--- config.mk ---
export PLATFORM = sky130hd
export DESIGN_NAME = hazard_scoreboard
export DESIGN_NICKNAME = d
export VERILOG_FILES = /design/src/rtl/hazard_scoreboard.sv
export SDC_FILE = /design/constraint.sdc
export NUM_CORES = 1
export LEC_CHECK = 0
export ABC_AREA = 0
export ABC_CLOCK_PERIOD_IN_PS = 4800
export BUFFER_PORTS_ARGS = -buffer_cell sky130_fd_sc_hd__buf_2
export CORE_MARGIN = 5
export CORE_UTILIZATION = 48
export CTS_BUF_LIST = sky130_fd_sc_hd__clkbuf_4
export DETAILED_ROUTE_END_ITERATION = 16
export GPL_ROUTABILITY_DRIVEN = 0
export HOLD_SLACK_MARGIN = 0.06
export PLACE_DENSITY = 0.67
export SETUP_SLACK_MARGIN = 0.1
export SLEW_MARGIN = 20
export SYNTH_ARGS = -nofsm -noshare
export SYNTH_HDL_FRONTEND = slang
export SYNTH_SLANG_ARGS = --single-unit
--- constraint.sdc ---
create_clock -name clk -period 4.8 [get_ports clk]
set_clock_uncertainty 0.15 [all_clocks]
set_input_delay 0.72 -clock clk [delete_from_list [all_inputs] [get_ports clk]]
set_output_delay 0.72 -clock clk [all_outputs]
set_load 0.05 [all_outputs]
--- src/rtl/hazard_scoreboard.sv ---
// Per-register in-flight write tracker feeding the decode-stage stall input.
// Optional HAZARD_STATS_EN adds free-running stall_cycles / issue_count counters.
module hazard_scoreboard #(
    parameter int NREG    = 16,
    parameter int CNT_W   = 2,
    parameter int TIMEOUT = 64,
    localparam int IDX_W  = $clog2(NREG)
) (
    input  logic             clk,
    input  logic             rst,
    input  logic             freeze,
    input  logic             flush,
    input  logic             id_valid,
    input  logic             id_wb_en,
    input  logic [IDX_W-1:0] id_dest,
    input  logic [IDX_W-1:0] id_src1,
    input  logic [IDX_W-1:0] id_src2,
    input  logic             id_two_src,
    input  logic             wb_wb_en,
    input  logic [IDX_W-1:0] wb_dest,
    output logic             hazard,
    output logic [NREG-1:0]  busy_mask,
    output logic             sb_error,
`ifdef HAZARD_STATS_EN
    output logic             deadlock,
    output logic [31:0]      stall_cycles,
    output logic [31:0]      issue_count
`else
    output logic             deadlock
`endif
);

    localparam int ST_W = $clog2(TIMEOUT + 1);
    localparam logic [CNT_W-1:0] CNT_MAX = '1;

    logic [CNT_W-1:0] cnt_q   [NREG];
    logic [CNT_W-1:0] cnt_d   [NREG];
    logic [CNT_W-1:0] eff_cnt [NREG];
    logic [NREG-1:0]  retire_hit;
    logic [NREG-1:0]  issue_hit;
    logic [NREG-1:0]  underflow;
    logic             src1_busy;
    logic             src2_busy;
    logic             dest_full;
    logic             issue;
    logic [ST_W-1:0]  stall_q, stall_d;
    logic             sb_error_q, sb_error_d;
    logic             deadlock_q, deadlock_d;

    // eff_cnt folds in this cycle's retire so a same-cycle writeback releases the stall.
    // A retire against an empty counter is flagged and otherwise ignored.
    always_comb begin
        retire_hit = '0;
        underflow  = '0;
        for (int r = 0; r < NREG; r++) begin
            retire_hit[r] = wb_wb_en && (wb_dest == IDX_W'(r));
            underflow[r]  = retire_hit[r] && (cnt_q[r] == '0);
            if (retire_hit[r] && (cnt_q[r] != '0)) begin
                eff_cnt[r] = cnt_q[r] - CNT_W'(1);
            end else begin
                eff_cnt[r] = cnt_q[r];
            end
        end
    end

    // A full destination counter stalls the issue instead of overflowing it.
    always_comb begin
        src1_busy = (eff_cnt[id_src1] != '0);
        src2_busy = id_two_src && (eff_cnt[id_src2] != '0);
        dest_full = id_wb_en && (eff_cnt[id_dest] == CNT_MAX);
        hazard    = id_valid && !flush && (src1_busy || src2_busy || dest_full);
        issue     = id_valid && id_wb_en && !hazard && !freeze && !flush;
    end

    always_comb begin
        issue_hit = '0;
        for (int r = 0; r < NREG; r++) begin
            issue_hit[r] = issue && (id_dest == IDX_W'(r));
            cnt_d[r]     = eff_cnt[r] + CNT_W'(issue_hit[r]);
        end
    end

    always_comb begin
        busy_mask = '0;
        for (int r = 0; r < NREG; r++) begin
            busy_mask[r] = (cnt_q[r] != '0);
        end
    end

    // Stall-run counter holds while frozen and saturates at TIMEOUT.
    always_comb begin
        stall_d = stall_q;
        if (!hazard) begin
            stall_d = '0;
        end else if (!freeze && (stall_q != ST_W'(TIMEOUT))) begin
            stall_d = stall_q + ST_W'(1);
        end
        deadlock_d = deadlock_q || (stall_d == ST_W'(TIMEOUT));
        sb_error_d = sb_error_q || (|underflow);
    end

    always_ff @(posedge clk) begin
        if (!rst) begin
            for (int r = 0; r < NREG; r++) begin
                cnt_q[r] <= '0;
            end
            stall_q    <= '0;
            sb_error_q <= 1'b0;
            deadlock_q <= 1'b0;
        end else begin
            for (int r = 0; r < NREG; r++) begin
                cnt_q[r] <= cnt_d[r];
            end
            stall_q    <= stall_d;
            sb_error_q <= sb_error_d;
            deadlock_q <= deadlock_d;
        end
    end

    assign sb_error = sb_error_q;
    assign deadlock = deadlock_q;

`ifdef HAZARD_STATS_EN
    logic [31:0] stall_cycles_q;
    logic [31:0] issue_count_q;

    always_ff @(posedge clk) begin
        if (!rst) begin
            stall_cycles_q <= '0;
            issue_count_q  <= '0;
        end else begin
            stall_cycles_q <= stall_cycles_q + 32'(hazard);
            issue_count_q  <= issue_count_q + 32'(issue);
        end
    end

    assign stall_cycles = stall_cycles_q;
    assign issue_count  = issue_count_q;
`endif

endmodule

==> results by group <==
Global routing
  – Grt total ovfl: 0
  – GRT Total Usage: 23.04%
  – Initial antenna violation count: 0
  – M1 GR Usage: 30.37%
  – Most used routing layer: met2
  – M2 GR Usage: between 30 and 40%
  – Met3 Use GR: 3.875%
  – Largest net degree at the start of global routing: 25
  – Vias in the first global route: 3,771
  – First-pass GRT wire length: 18,600 um

Layout
  – Antenna cells: 0
  – Share of cells above drive strength 1: 11.90%
  – Most frequent cells in the layout: inv_1 (59), nor2_1 (54), buf_2 (42), dfxtp_1 (41), ha_1 (34)
  – Most common cell after layout, fill and taps aside: inv_1
  – Layout area overhead: 7.700%
  – Fillers: 799
  – Final #Nets: 604

Critical path
  – CP Capture Type: primary output
  – Crit path kind: primary input to primary output
  – Critical Path RT: 3.93 ns
  – Largest fanout on the critical path: 17
  – Startpoint Class: primary input
  – Crit path DAT: about 3.5 ns

Power
  – Max VDD drop: 0.1069 mV
  – LEAKAGE: around 1.8 nW
  – Power Density: 164.9 nW/um^2
  – Tot Pwr: between 0.7 and 0.8 mW

Clocking
  – CTS Sinks: 41
  – Inserted Clock Buffers: 5
  – CTS Hold Bufs: 0
  – Htree depth: 2
  – Root Driver: clkbuf_4
  – CTS Buffer Depth: 2
  – CTS-repair resized insts: 0
  – CTS tree: done
  – Clock-pin slew on the worst setup and hold paths: approximately 0.13 ns
  – Clock Latency Late Sink: 0.38 ns
  – Setup Buffers After CTS: 0

Die
  – Die Wd: 101.1 um
  – Core area: around 8000 um^2
  – Initial cell density of the core: 48.95%
  – I/O pin total: 43
  – Die footprint: 10,220 um^2
  – Row count: 33
  – Height of the die: 101.1 um

Timing
  – Final hold viol count: 0
  – Slew Viols, Final: 0
  – Final Setup Violations: 0
  – TNS Setup: 0 ns
  – Fin crit period: 4.358 ns
  – RSZ-0062 raised after global routing: no
  – Final Worst Setup Slack: 0.4422 ns
  – FMAX: around 0.23 GHz
  – Hold WS: between 0.3 and 0.4 ns
  – Slew margin rel.: 49.05%
  – Slew @ Worst Pin: around 0.76 ns
  – Final period utilization: 90.79%

Logic synthesis
  – Synth Flop Type: dfxtp_1
  – Yosys cell types: 66
  – Largest family of logic cells by synthesized area: simple AND/OR/NAND/NOR gates
  – Synthesized cell area: ~4000 um^2
  – #FFs+latches synth: 41
  – Adder-cell share of the synthesized area: 10.69%
  – Compound-gate portion of the synthesized area: 20.49%
  – Register area share after synthesis: 20.62%
  – Mapped Cells: around 520
  – Synth Area in XOR/XNOR: 8.360%
  – Async set-or-reset flop fraction in the synthesized netlist: 0%
  – Post-synthesis simple-gate area fraction: 28.03%
  – Post-synthesis area per instance: 7.642 um^2
  – Number of flops mapped to enable cells by yosys: 0
  – Mux share of post-synthesis cell area: 3.080%
  – YS warnings: 0
  – Syn nets: 579

Routing
  – DR iter-0 viols: 407
  – Pre-antenna DRT Iters: 6
  – DR WL/cell: roughly 18 um
  – Post-route antenna net violation count: 0
  – # DRC: 0
  – Via count: roughly 4,000
  – Final WL: about 12,000 um
  – Via density: 6.143

Min path
  – Min-delay worst type: flop to flop

Outcome
  – Status: complete, no violations

Job
  – Max Cap Viol: 0

Placed design
  – Number of buffers added on ports: 42
  – Pre-CTS WS: about 0.44 ns
  – Post-detail-place hpwl: 8835 um
metal layers:
metal,part of all wire [%],vias up
met5,0,-
met2,46,173
met1,44,1855
li1,-,1938
met3,7.4,33
met4,3.1,0
cell families (layout without fill, tap and decap cells):
logic type,after synthesis,count (layout)
compound gates,110,110
xor+xnor,38,38
fa+ha+maj,34,34
buf+inv,86,111
flops,41,41
mux,11,11
simple gates,201,201
worst max-delay path, cell delays in order:
cell and delay (ns):
buf_2 0.20, nand3b_1 0.47, o311ai_0 0.66, a32oi_1 0.19, o211a_1 0.26, a311oi_1 0.26
a221oi_2 0.10, o21ai_2 0.18, and2_1 0.18, buf_2 0.26
synthesized netlist by cell type (12+ instances only):
cell | instances | share of area, %
inv_1 | 59 | 5.6
nor2_1 | 54 | 5.1
dfxtp_1 | 41 | 21
ha_1 | 34 | 11
xnor2_1 | 32 | 7.0
nand2_1 | 25 | 2.4
a21oi_1 | 23 | 2.9
and2_1 | 20 | 3.1
nor4_1 | 17 | 2.7
o311ai_0 | 16 | 3.5
clkbuf_1 | 14 | 1.3
nor3_1 | 13 | 1.6
a31oi_1 | 12 | 1.9
through the flow:
stage	util (%)	instances	cell area, um^2
floorplan	-	521	3981
global placement	51.82	644	4215
detailed placement	51.82	644	4215
CTS	52.72	651	4288
global route	52.72	651	4288
finish	52.72	651	4288
layout make-up:
| class | instances | area (um^2) | area share, % |
|---|---|---|---|
| clock inverters | 2 | 35.03 | 0.8170 |
| flip-flops and latches | 41 | 820.8 | 19.14 |
| multi-input cells | 394 | 2813 | 65.60 |
| clock buffers | 5 | 37.54 | 0.8754 |
| well taps | 105 | 131.4 | 3.064 |
| repair buffers | 44 | 225.2 | 5.252 |
| inverters | 60 | 225.2 | 5.252 |
report_power, final:
group          internal [mW]  total (mW)  leakage, nW  switching, mW
Sequential             0.342       0.343        0.330        0.00118
Combinational         0.0376       0.127         1.43         0.0894
Clock                  0.106       0.237       0.0410          0.131
Total                  0.486       0.707         1.80          0.221
final timing paths:
check,end,cells past startpoint,slack (ns),start
setup reg to reg,cnt_q[1][10],13,1.02,cnt_q[1][10]
hold / removal,deadlock,1,0.33,deadlock
hold reg to reg,deadlock,1,0.33,deadlock
setup / recovery,hazard,10,0.44,wb_dest[2]
state kept, by name, indices dropped and copies added (netlist names):
register and count:
cnt_q 32, deadlock 1, sb_error 1, stall_q 7
Power figures use the tool's default switching activity.
